===== config.mk =====
export PLATFORM = sky130hd
export DESIGN_NAME = uart_8n1_rx
export DESIGN_NICKNAME = d
export VERILOG_FILES = /design/src/rtl/uart_8n1_rx_pkg.sv /design/src/rtl/uart_8n1_rx_sync.sv /design/src/rtl/uart_8n1_rx.sv
export SDC_FILE = /design/constraint.sdc
export NUM_CORES = 1
export LEC_CHECK = 0
export BUFFER_PORTS_ARGS = -buffer_cell sky130_fd_sc_hd__buf_2
export CAP_MARGIN = 40
export CORE_ASPECT_RATIO = 0.8
export CORE_UTILIZATION = 50
export CTS_CLUSTER_DIAMETER = 80
export DETAILED_ROUTE_END_ITERATION = 8
export PLACE_DENSITY_LB_ADDON = 0.12
export SLEW_MARGIN = 20
export SYNTH_ARGS = -nofsm -noshare
export SYNTH_HDL_FRONTEND = slang
export SYNTH_SLANG_ARGS = --single-unit

===== constraint.sdc =====
create_clock -name clk_baud_16x -period 1.54 [get_ports clk_baud_16x]
set_input_delay 0.077 -clock clk_baud_16x [delete_from_list [all_inputs] [get_ports clk_baud_16x]]
set_output_delay 0.077 -clock clk_baud_16x [all_outputs]
set_load 0.005 [all_outputs]

===== src/rtl/uart_8n1_rx_pkg.sv =====
// Shared definitions for the 8N1 UART receiver: state encoding, oversampling
// constants and the 3-way majority vote used by the optional glitch filter.
package uart_8n1_rx_pkg;

  localparam int unsigned UART_8N1_OVERSAMPLE = 16;
  localparam int unsigned UART_8N1_MID_SAMPLE = 7;
  localparam int unsigned UART_8N1_DATA_BITS  = 8;

  localparam logic [3:0] RX_TICK_LAST = 4'(UART_8N1_OVERSAMPLE - 1);
  localparam logic [3:0] RX_TICK_MID  = 4'(UART_8N1_MID_SAMPLE);
  localparam logic [2:0] RX_BIT_LAST  = 3'(UART_8N1_DATA_BITS - 1);

  typedef enum logic [2:0] {
    UART_8N1_RX_IDLE  = 3'd0,
    UART_8N1_RX_START = 3'd1,
    UART_8N1_RX_DATA  = 3'd2,
    UART_8N1_RX_STOP  = 3'd3,
    UART_8N1_RX_BREAK = 3'd4
  } rx_state_e;

  // Two-out-of-three vote over a 3-sample history.
  function automatic logic maj3(input logic [2:0] v);
    return (v[0] & v[1]) | (v[0] & v[2]) | (v[1] & v[2]);
  endfunction

endpackage


===== src/rtl/uart_8n1_rx_sync.sv =====
// uart_8n1_sync: STAGES-deep flop chain bringing an asynchronous line into the
// local clock domain. Resets to 1 so an idle-high serial line never looks like
// a start bit straight out of reset.
module uart_8n1_sync #(
  parameter int unsigned STAGES = 2
) (
  input  logic clk_i,
  input  logic reset_i,
  input  logic async_i,
  output logic sync_o
);

  logic [STAGES-1:0] sync_q;

  // Shift the raw input through the synchroniser chain.
  always_ff @(posedge clk_i) begin
    if (reset_i) begin
      sync_q <= '1;
    end else begin
      sync_q <= {sync_q[STAGES-2:0], async_i};
    end
  end

  assign sync_o = sync_q[STAGES-1];

endmodule


===== src/rtl/uart_8n1_rx.sv =====
// uart_8n1_rx: 8N1 UART receiver clocked at 16x baud. Start bit is confirmed
// at mid-bit, data bits sampled 16 ticks apart LSB-first, stop bit checked,
// byte handed over on a valid/ready port with sticky overrun.
// Optional build macro UART_8N1_RX_MAJORITY_EN: every sample point takes the
// majority of a 3-deep rx history instead of the single current sample.
module uart_8n1_rx
  import uart_8n1_rx_pkg::*;
#(
  parameter int unsigned SYNC_STAGES = 2
) (
  input  logic       clk_baud_16x,
  input  logic       reset,
  input  logic       rx,
  output logic [7:0] data,
  output logic       data_valid,
  input  logic       data_ready,
  output logic       frame_error,
  output logic       overrun
);

  logic rx_s;
  logic sample_s;
  logic deliver_s;
  logic accept_s;

  rx_state_e  state_q, state_d;
  logic [3:0] tick_q, tick_d;
  logic [2:0] bit_q, bit_d;
  logic [7:0] shift_q, shift_d;
  logic [7:0] data_q, data_d;
  logic       valid_q, valid_d;
  logic       fe_q, fe_d;
  logic       ovr_q, ovr_d;

  uart_8n1_sync #(.STAGES(SYNC_STAGES)) u_sync (
    .clk_i   (clk_baud_16x),
    .reset_i (reset),
    .async_i (rx),
    .sync_o  (rx_s)
  );

`ifdef UART_8N1_RX_MAJORITY_EN
  logic [2:0] hist_q;

  // Keep the last three synchronised rx values for the majority vote.
  always_ff @(posedge clk_baud_16x) begin
    if (reset) begin
      hist_q <= 3'b111;
    end else begin
      hist_q <= {hist_q[1:0], rx_s};
    end
  end

  assign sample_s = maj3(hist_q);
`else
  assign sample_s = rx_s;
`endif

  // Frame FSM next-state plus output buffer update.
  always_comb begin
    state_d   = state_q;
    tick_d    = tick_q;
    bit_d     = bit_q;
    shift_d   = shift_q;
    data_d    = data_q;
    valid_d   = valid_q;
    ovr_d     = ovr_q;
    fe_d      = 1'b0;
    deliver_s = 1'b0;
    accept_s  = valid_q & data_ready;

    case (state_q)
      UART_8N1_RX_IDLE: begin
        if (!rx_s) begin
          state_d = UART_8N1_RX_START;
          tick_d  = 4'd0;
        end else begin
          tick_d  = 4'd0;
        end
      end
      UART_8N1_RX_START: begin
        if (tick_q == RX_TICK_MID) begin
          tick_d = 4'd0;
          if (!sample_s) begin
            state_d = UART_8N1_RX_DATA;
            bit_d   = 3'd0;
          end else begin
            state_d = UART_8N1_RX_IDLE;
          end
        end else begin
          tick_d = tick_q + 4'd1;
        end
      end
      UART_8N1_RX_DATA: begin
        // 15 + 1 wraps to 0, so the next bit period restarts on its own.
        tick_d = tick_q + 4'd1;
        if (tick_q == RX_TICK_LAST) begin
          shift_d = {sample_s, shift_q[7:1]};
          if (bit_q == RX_BIT_LAST) begin
            state_d = UART_8N1_RX_STOP;
          end else begin
            bit_d = bit_q + 3'd1;
          end
        end else begin
          shift_d = shift_q;
        end
      end
      UART_8N1_RX_STOP: begin
        tick_d = tick_q + 4'd1;
        if (tick_q == RX_TICK_LAST) begin
          if (sample_s) begin
            deliver_s = 1'b1;
            state_d   = UART_8N1_RX_IDLE;
          end else begin
            fe_d    = 1'b1;
            state_d = UART_8N1_RX_BREAK;
          end
        end else begin
          fe_d = 1'b0;
        end
      end
      UART_8N1_RX_BREAK: begin
        // Line held low after a bad stop bit: do not treat it as a new start.
        tick_d = 4'd0;
        if (rx_s) begin
          state_d = UART_8N1_RX_IDLE;
        end else begin
          state_d = UART_8N1_RX_BREAK;
        end
      end
      default: begin
        state_d = UART_8N1_RX_IDLE;
        tick_d  = 4'd0;
        bit_d   = 3'd0;
      end
    endcase

    if (deliver_s && (!valid_q || data_ready)) begin
      data_d  = shift_q;
      valid_d = 1'b1;
      if (accept_s) begin
        ovr_d = 1'b0;
      end else begin
        ovr_d = ovr_q;
      end
    end else if (deliver_s) begin
      ovr_d = 1'b1;
    end else if (accept_s) begin
      valid_d = 1'b0;
      ovr_d   = 1'b0;
    end else begin
      valid_d = valid_q;
    end
  end

  // State, datapath and output registers.
  always_ff @(posedge clk_baud_16x) begin
    if (reset) begin
      state_q <= UART_8N1_RX_IDLE;
      tick_q  <= 4'd0;
      bit_q   <= 3'd0;
      shift_q <= 8'h00;
      data_q  <= 8'h00;
      valid_q <= 1'b0;
      fe_q    <= 1'b0;
      ovr_q   <= 1'b0;
    end else begin
      state_q <= state_d;
      tick_q  <= tick_d;
      bit_q   <= bit_d;
      shift_q <= shift_d;
      data_q  <= data_d;
      valid_q <= valid_d;
      fe_q    <= fe_d;
      ovr_q   <= ovr_d;
    end
  end

  assign data        = data_q;
  assign data_valid  = valid_q;
  assign frame_error = fe_q;
  assign overrun     = ovr_q;

endmodule


* After elaboration in Yosys (flattened, before gate mapping)
Cells that the tools add are included.
** Cells by class
- Add/subtract/negate cells :: 2
- Equal/unequal tests :: 15
- Muxes and demuxes :: 25
- Bitwise operators :: 4
- Reductions and logical operators :: 12
** Operator list (count)
- $mux 3 :: 10
- $pmux 3 s5 :: 1
- $ne 2x2->1 const B :: 7
- $mux 1 :: 10
- $reduce_and 5->1 :: 2
- $pmux 3 s3 :: 1
- $pmux 4 s2 :: 1
- $eq 3x2->1 const B :: 2
- $eq 3x3->1 const B :: 2
- $reduce_or 3->1 :: 2
- $add 4x1->4 const B :: 1
- $eq 4x3->1 const B :: 1
- $eq 4x4->1 const B :: 1
- $mux 4 :: 1
- $reduce_and 2->1 :: 2
- $add 3x1->3 const B :: 1
- $eq 3x1->1 const B :: 1
- $logic_not 3->1 :: 1
- $not 1->1 :: 3
- $mux 2 :: 1
- $ne 2x1->1 const B :: 1
- $reduce_bool 2->1 :: 1
- $reduce_or 2->1 :: 1
- $and 1x1->1 :: 1
- 3 further kinds :: 3
** Storage, ports and cells
- Bits in registers :: 31
- Input bits :: 4
- Logic and storage cells :: 67

* Longest topological paths before layout
Gate-level depths: netlist of the first run.
- Word-level depth :: 6
- Mapped depth :: 6
- Depth with buffers taken out :: 6

* Hierarchy
A second synthesis of the first run with hierarchy kept.
** Second synthesis, totals
- Cells, all modules :: 147
- Area, all modules :: 1367.6 um^2
** By module, submodules not included
- uart_8n1_rx :: times used 1, cells an instance 143, area an instance 1315.0 um^2, seq. area each 580.6 um^2
- uart_8n1_sync :: times used 1, cells an instance 4, area an instance 52.6 um^2, seq. area each 40.0 um^2

* Least setup slack after synthesis of the first run
No wires, ideal clock.
- Path kind :: register to register
- Start :: register tick_q[0]
- End :: register bit_q[0]
- Data arrival time :: 1490 ps
- Slack :: -22 ps
- Stages on the path, launching flop included :: 5
- Path buffers :: 0
- Clock period less this slack :: 1562 ps
- Cell sequence :: dfxtp_1 -> ha_1 -> nand3_2 -> a222oi_1 -> mux2i_1
** Between the ends
- Longest elaborated chain between the ends :: 3
- Elaborated cells between the ends (all ways) :: 5
** RTL lines
- start: declaration :: RTL line uart_8n1_rx.sv:27 : logic [3:0] tick_q, tick_d;
- start signal: assignment :: RTL line uart_8n1_rx.sv:169 : tick_q <= tick_d;
- $eq 4x4->1 / $eq 4x3->1 (equally long branches) :: RTL line uart_8n1_rx.sv:97, uart_8n1_rx.sv:82
- $ne 2x2->1 (no line)
- $reduce_and 5->1 (no line) (*)
- end signal: assignment :: RTL line uart_8n1_rx.sv:170 : bit_q <= bit_d;
- end: declaration :: RTL line uart_8n1_rx.sv:28 : logic [2:0] bit_q, bit_d;
Mark *: on every way between the ends. The rest lies on a longest branch, timed or not.
A chain may end at the register's enable or synchronous reset.

* Worst setup path in the final report of the first run
- Start :: register bit_q[1]
- End :: register bit_q[1]
** Between the ends
- Longest elaborated chain between the ends :: 4
- Elaborated cells between the ends (all ways) :: 7
** RTL lines
- $add 3x1->3 :: RTL line uart_8n1_rx.sv:102 : bit_d = bit_q + 3'd1;
- $mux 3 :: RTL line uart_8n1_rx.sv:99 : if (bit_q == RX_BIT_LAST) begin
- $mux 3 :: RTL line uart_8n1_rx.sv:97 : if (tick_q == RX_TICK_LAST) begin
- $pmux 3 s3 :: RTL line uart_8n1_rx.sv:72 : case (state_q)
Several ways; a longest one is shown, not always the timed one. The select of a mux whose other input is x is not followed.

==> results.toml, run 1 <==
[pwr]
clkPwrFrac_pct = 34.7
p_leak_nw = 0.556
vdd_drop_max_uv = 563
power.density_mw_per_mm2 = 845
p_seq_share_pct = 62.6
p_int_mw = 1.00
power.total_mw = 1.30
p_sw_share_pct = 23.0
pwr-share-comb_pct = 2.7
p_sw_uw = 300

[status]
status = "finished, final reports clean"

[global_route]
antenna_found_initial = 0
grt_pass1_wl_um = 3420
overflow = 0
grt_pass1_vias = 760
grt_max_degree = 31
grt_usage_pct = 17.3

[route]
wl_um = 2320
remaining_drc_errors = 0
drt_iter0_drc = 43
avgRoutedWirePerCell_um = 12.0
vias = 982
routed_via_density = 5.06
ant_nets = 0
dr.pass1.iters = 4

[sta]
rsz0062_at_grt = "yes"
min_period_ps = 1490
slew_viol_final = 0
max_clock_freq_mhz = 672
tightest_slew_ps = 505
clock_skew_ps = 4.81
setup_slack_ps = 52.2
period_share_pct = 96.6
setup_viol = 0
hold-worst-slack_ps = 196
fin_setup_tns_ps = 0
max_slew_margin_pct = 66.3
hold_viol = 0

[run]
maxCapViolations = 0

[critical_path]
cp.required_ps = 1800
cp_max_fo = 3
startpoint_type = "flop"
path_class = "flop to flop"
worst_setup_path_end_kind = "flop"
cp_top_family = "flip-flops"
arrival_ps = 1740
critPathMaxStageDelay_ps = 350
slowest_stage = "dfxtp_2"
cp_cell_sequence = "ha_4 > ha_4 > nor2_2 > o21ai_1 > a222oi_1 > buf_4 > mux2i_1"
critPathBufInv = 1
critPathMostFrequentCell = "ha_4"

[yosys]
ys_types = 40
ys_top_cells_by_area = "dfxtp_1 48%, mux2i_1 8.5%, nor2_1 4.0%"
synth_largest_area_cell = "dfxtp_1"
syn_area_per_cell_um2 = 9.56
syn_area_mm2 = 0.00130
syn_nets = 143
yosys.area.top_type_share_pct = 47.7
ys_seq_area_share_pct = 47.7
ys_ff_latch = 31
yosys_warnings = 0
syn_inst = 136

[clocking]
tritoncts = "done"
cts.sinks = 31
clk_latency_ps = 330
cts_buffers = 5
clk_pin_slew_ps = 100
cts_buffer_depth = 2
cts_max_level = 2
clockRootBuffer = "clkbuf_4"

[floorplanning]
die_width_um = 59.0
start_util_pct = 52.8
pin_count = 15
rows = 16
fp.coreArea_mm2 = 0.00246
dieHeight_um = 47.6
die_area_mm2 = 0.00281

[cells_and_area]
num_antenna_cells = 0
mostFrequentLayoutCell = "dfxtp_1"
layout-drive-gt1-share_pct = 29.7
area_delta_synth_final_pct = 18.3
fin_nets = 164
most-common-layout-cells = "26 x dfxtp_1, 14 x buf_2, 13 x nor2_1, 12 x nand2_1, 11 x mux2i_1"
final_core_util_pct = 62.4
design_area_mm2 = 0.00154
stdcell_count = 194

[min_path]
hold_class = "input port to flop"

[placed_design]
place_area_mm2 = 0.00143
pre_cts_ws_ps = 44.6
gp_congestion = 0.828
dpl.cell_count = 184
hpwl_um = 1500
portBuffers = 14
-- cell type report --
type	instances	area, um2
repair buffers	22	148
flip-flops and latches	31	627
fillers	222	925
well taps	36	45.0
clock inverters	1	5.00
inverters	2	7.51
clock buffers	7	45.0
multi-input cells	95	661
-- flip-flops by register name (all words and copies together), names as in the netlist --
register / flops
shift_q: 8
data: 8
frame_error: 1
overrun: 1
bit_q: 3
u_sync.sync_q: 2
data_valid: 1
state_q: 3
tick_q: 4
-- Yosys cell counts, drive strengths merged --
library cell,instances
dfxtp,31
nor2,15
nand2,12
mux2i,11
nand3,11
a21oi,10
clkbuf,5
buf,3
ha,3
nor3,3
o21ai,3
or2b,3
a211oi,2
inv,2
nand4b,2
nor3b,2
or2,2
xnor2,2
a2111oi,1
a222oi,1
a31oi,1
a41o,1
and2,1
and2b,1
and3,1
nand2b,1
nand3b,1
nor2b,1
nor4,1
o21ba,1
or3,1
xor2,1
-- power groups by stage --
stage	clock network, mW	logic [mW]	registers, mW
2_1_floorplan	0	0.0281	0.828
3_3_place_gp	0	0.0298	0.831
3_5_place_dp	0	0.0307	0.831
4_1_cts	0.464	0.0346	0.813
5_1_grt	0.505	0.0390	0.815
6_report	0.451	0.0351	0.814
-- path summary, 6_finish.rpt --
check	slack [ps]	depth (start not counted)	from	endpoint
max	50	7	bit_q[1]$_SDFFE_PP0P_	bit_q[1]$_SDFFE_PP0P_
min	200	2	reset	data[1]$_SDFFE_PP0P_
max reg2reg	50	7	bit_q[1]$_SDFFE_PP0P_	bit_q[1]$_SDFFE_PP0P_
min reg2reg	420	1	u_sync.sync_q[0]$_SDFF_PP1_	u_sync.sync_q[1]$_SDFF_PP1_
-- kinds of logic (layout without fill, tap and decap cells) --
logic type      Yosys count  after routing  share of synthesized area, %
simple gates             58             58                          24.3
flops                    31             31                          47.7
compound gates           20             20                          9.72
mux                      11             11                          8.47
buf+inv                  10             32                          4.91
fa+ha+maj                 3              3                          2.89
xor+xnor                  3              3                          2.02
-- what timing repair did --
item                                    in CTS  in global routing
hold endpoints to repair                     2                  0
endpoints found under the setup margin       0                 19
resized for setup                            0                 10
hold buffers                                 2                  0
buffers inserted                             0                  0
-- routing by layer --
metal,GRT usage (%),routed length (um)
met4,11.4,27
met5,0,0
met1,23.1,1250
met3,5.68,89
met2,24.3,956
Note: power is estimated with default switching activity, not from simulation.
==> run 2, diff against run 1 <==
==> constraint.sdc (replaced) <==
create_clock -name clk_baud_16x -period 1.54 [get_ports clk_baud_16x]
set_input_delay 0.308 -clock clk_baud_16x [delete_from_list [all_inputs] [get_ports clk_baud_16x]]
set_output_delay 0.308 -clock clk_baud_16x [all_outputs]
set_load 0.005 [all_outputs]
==> run 2 against run 1 <==
  * Sequential power is essentially flat
  * Register-to-register slack got worse by 40 ps
  * Sequential cell count did not move
  * Cell area is 0.81% lower
  * Via count is 3.2% higher
  * Count of clock-buffer cells in the layout stayed put
  * Non-clock buffer count shrank 1
  * Final cell count is 0.52% lower
  * Largest cell class unchanged
==> results.toml, run 2 (synthesized netlist as in run 1, its figures left out) <==
[status]
status = "finished, final reports clean"

[min_path]
hp-start = "rx"
hold_class = "input port to flop"

[critical_path]
r2r_setup_slack_ps = 8
crit_end = "bit_q[1]$_SDFFE_PP0P_"
r2r-end = "bit_q[1]$_SDFFE_PP0P_"
startpoint_type = "flop"
arrival_ps = 1780
reg2reg_from = "bit_q[0]$_SDFFE_PP0P_"
cp_max_fo = 3
path_class = "flop to flop"
cp.required_ps = 1790
worst_setup_path_end_kind = "flop"
cp-startpoint = "bit_q[0]$_SDFFE_PP0P_"
reg2reg_depth = 7

[floorplanning]
pin_count = 15
die_width_um = 59.0
dieHeight_um = 47.6
start_util_pct = 52.8
rows = 16
die_area_mm2 = 0.00281
fp.coreArea_mm2 = 0.00246

[sta]
tightest_slew_ps = 307
period_share_pct = 99.5
min_period_ps = 1530
max_slew_margin_pct = 79.0
fin_setup_tns_ps = 0
slew_viol_final = 0
setup_slack_ps = 7.73
hold_viol = 0
max_clock_freq_mhz = 653
rsz0062_at_grt = "yes"
setup_viol = 0
clock_skew_ps = 15.4

[global_route]
grt_pass1_vias = 808
antenna_found_initial = 0
grt_pass1_wl_um = 3660
overflow = 0
grt_max_degree = 20
grt_usage_pct = 18.3

[cells_and_area]
most-common-layout-cells = "27 x dfxtp_1, 14 x buf_2, 13 x nor2_1, 12 x nand2_1"
num_antenna_cells = 0
area_delta_synth_final_pct = 17.3
fin_nets = 163
layout-drive-gt1-share_pct = 29.9
mostFrequentLayoutCell = "dfxtp_1"

[pwr]
p_sw_uw = 294
vdd_drop_max_uv = 560
p_leak_nw = 0.550
clkPwrFrac_pct = 34.6
p_seq_share_pct = 62.9
power.density_mw_per_mm2 = 846
pwr-share-comb_pct = 2.5
p_sw_share_pct = 22.8
p_int_uw = 997

[clocking]
cts_hold_buffers = 0
clk_latency_ps = 330
tritoncts = "done"
cts_buffer_depth = 2
clk_pin_slew_ps = 90
clockRootBuffer = "clkbuf_4"
cts_max_level = 2
cts_buffers = 5
cts.sinks = 31

[run]
maxCapViolations = 0

[route]
routed_via_density = 5.25
avgRoutedWirePerCell_um = 12.4
ant_nets = 0
dr.pass1.iters = 4
wl_um = 2400
drt_iter0_drc = 36
vias = 1013
remaining_drc_errors = 0

[placed_design]
hpwl_um = 1650
portBuffers = 14
pre_cts_ws_ps = 30.3
gp_congestion = 0.812
run 2: changes by cell type in the layout (fill, tap and decap cells not counted):
cell,before,now
dlygate4sd3_1,2,0
mux2i_2,0,1
dfxtp_4,0,1
buf_4,5,6
dfxtp_2,5,3
nor3b_1,1,2
mux2i_1,11,10
nor3b_2,1,0
dfxtp_1,26,27
run 2: how the worst min path moves through the flow:
stage,endpoint,slack [ps],cells after the start
final,u_sync.sync_q[0]$_SDFF_PP1_,160,2
after global routing,u_sync.sync_q[0]$_SDFF_PP1_,140,2
after CTS,u_sync.sync_q[0]$_SDFF_PP1_,140,2
after detailed placement,u_sync.sync_q[1]$_SDFF_PP1_,400,1
after global placement,u_sync.sync_q[1]$_SDFF_PP1_,400,1
after floorplan,u_sync.sync_q[1]$_SDFF_PP1_,390,1
run 2: final cells by class:
class	count	area [um2]
Multi-Input combinational cell	95	659
Inverter	2	7.51
Tap cell	36	45.0
Sequential cell	31	628
Clock inverter	1	5.00
Clock buffer	7	45.0
Timing Repair Buffer	21	135
Fill cell	232	937
run 2: stage by stage:
stage / hold slack (ps) / power, mW / utilization (%) / area, um2 / cells
final: 156 / 1.29 / 61.9 / 1530 / 193
after detailed placement: 404 / 0.864 / 58.5 / 1440 / 185
after global routing: 140 / 1.36 / 61.9 / 1530 / 193
after global placement: 396 / 0.863 / 58.5 / 1440 / 185
after floorplan: 389 / 0.856 / - / 1320 / 136
after CTS: 144 / 1.31 / 60.6 / 1490 / 193
run 2: routing by layer:
| metal | GRT usage, % | routed length (um) | vias to the layer above | share of wire [%] |
|---|---|---|---|---|
| li1 | - | - | 516 | - |
| met4 | 8.57 | 37 | 0 | 1.5 |
| met3 | 7.03 | 140 | 5 | 5.8 |
| met1 | 23.4 | 1170 | 467 | 49 |
| met2 | 27.7 | 1040 | 25 | 44 |
| met5 | 0 | 0 | - | 0 |
run 2: power by group through the flow:
stage	sequential, mW	clock, mW	combinational [mW]
floorplan	0.828	0	0.0281
global placement	0.831	0	0.0318
detailed placement	0.831	0	0.0323
CTS	0.813	0.464	0.0323
global route	0.813	0.508	0.0363
finish	0.812	0.446	0.0328
run 2: worst max-delay path: stages (launching register included):
cell      delay (ps)
dfxtp_4          370
ha_4             160
ha_4             150
nor2_2            60
o21ai_1           70
a222oi_1         250
buf_4            200
mux2i_2          210
run 2: what timing repair did:
item                       CTS  global route
gates resized for setup      0            10
buffers inserted             0             0
setup endpoints to repair    0             8
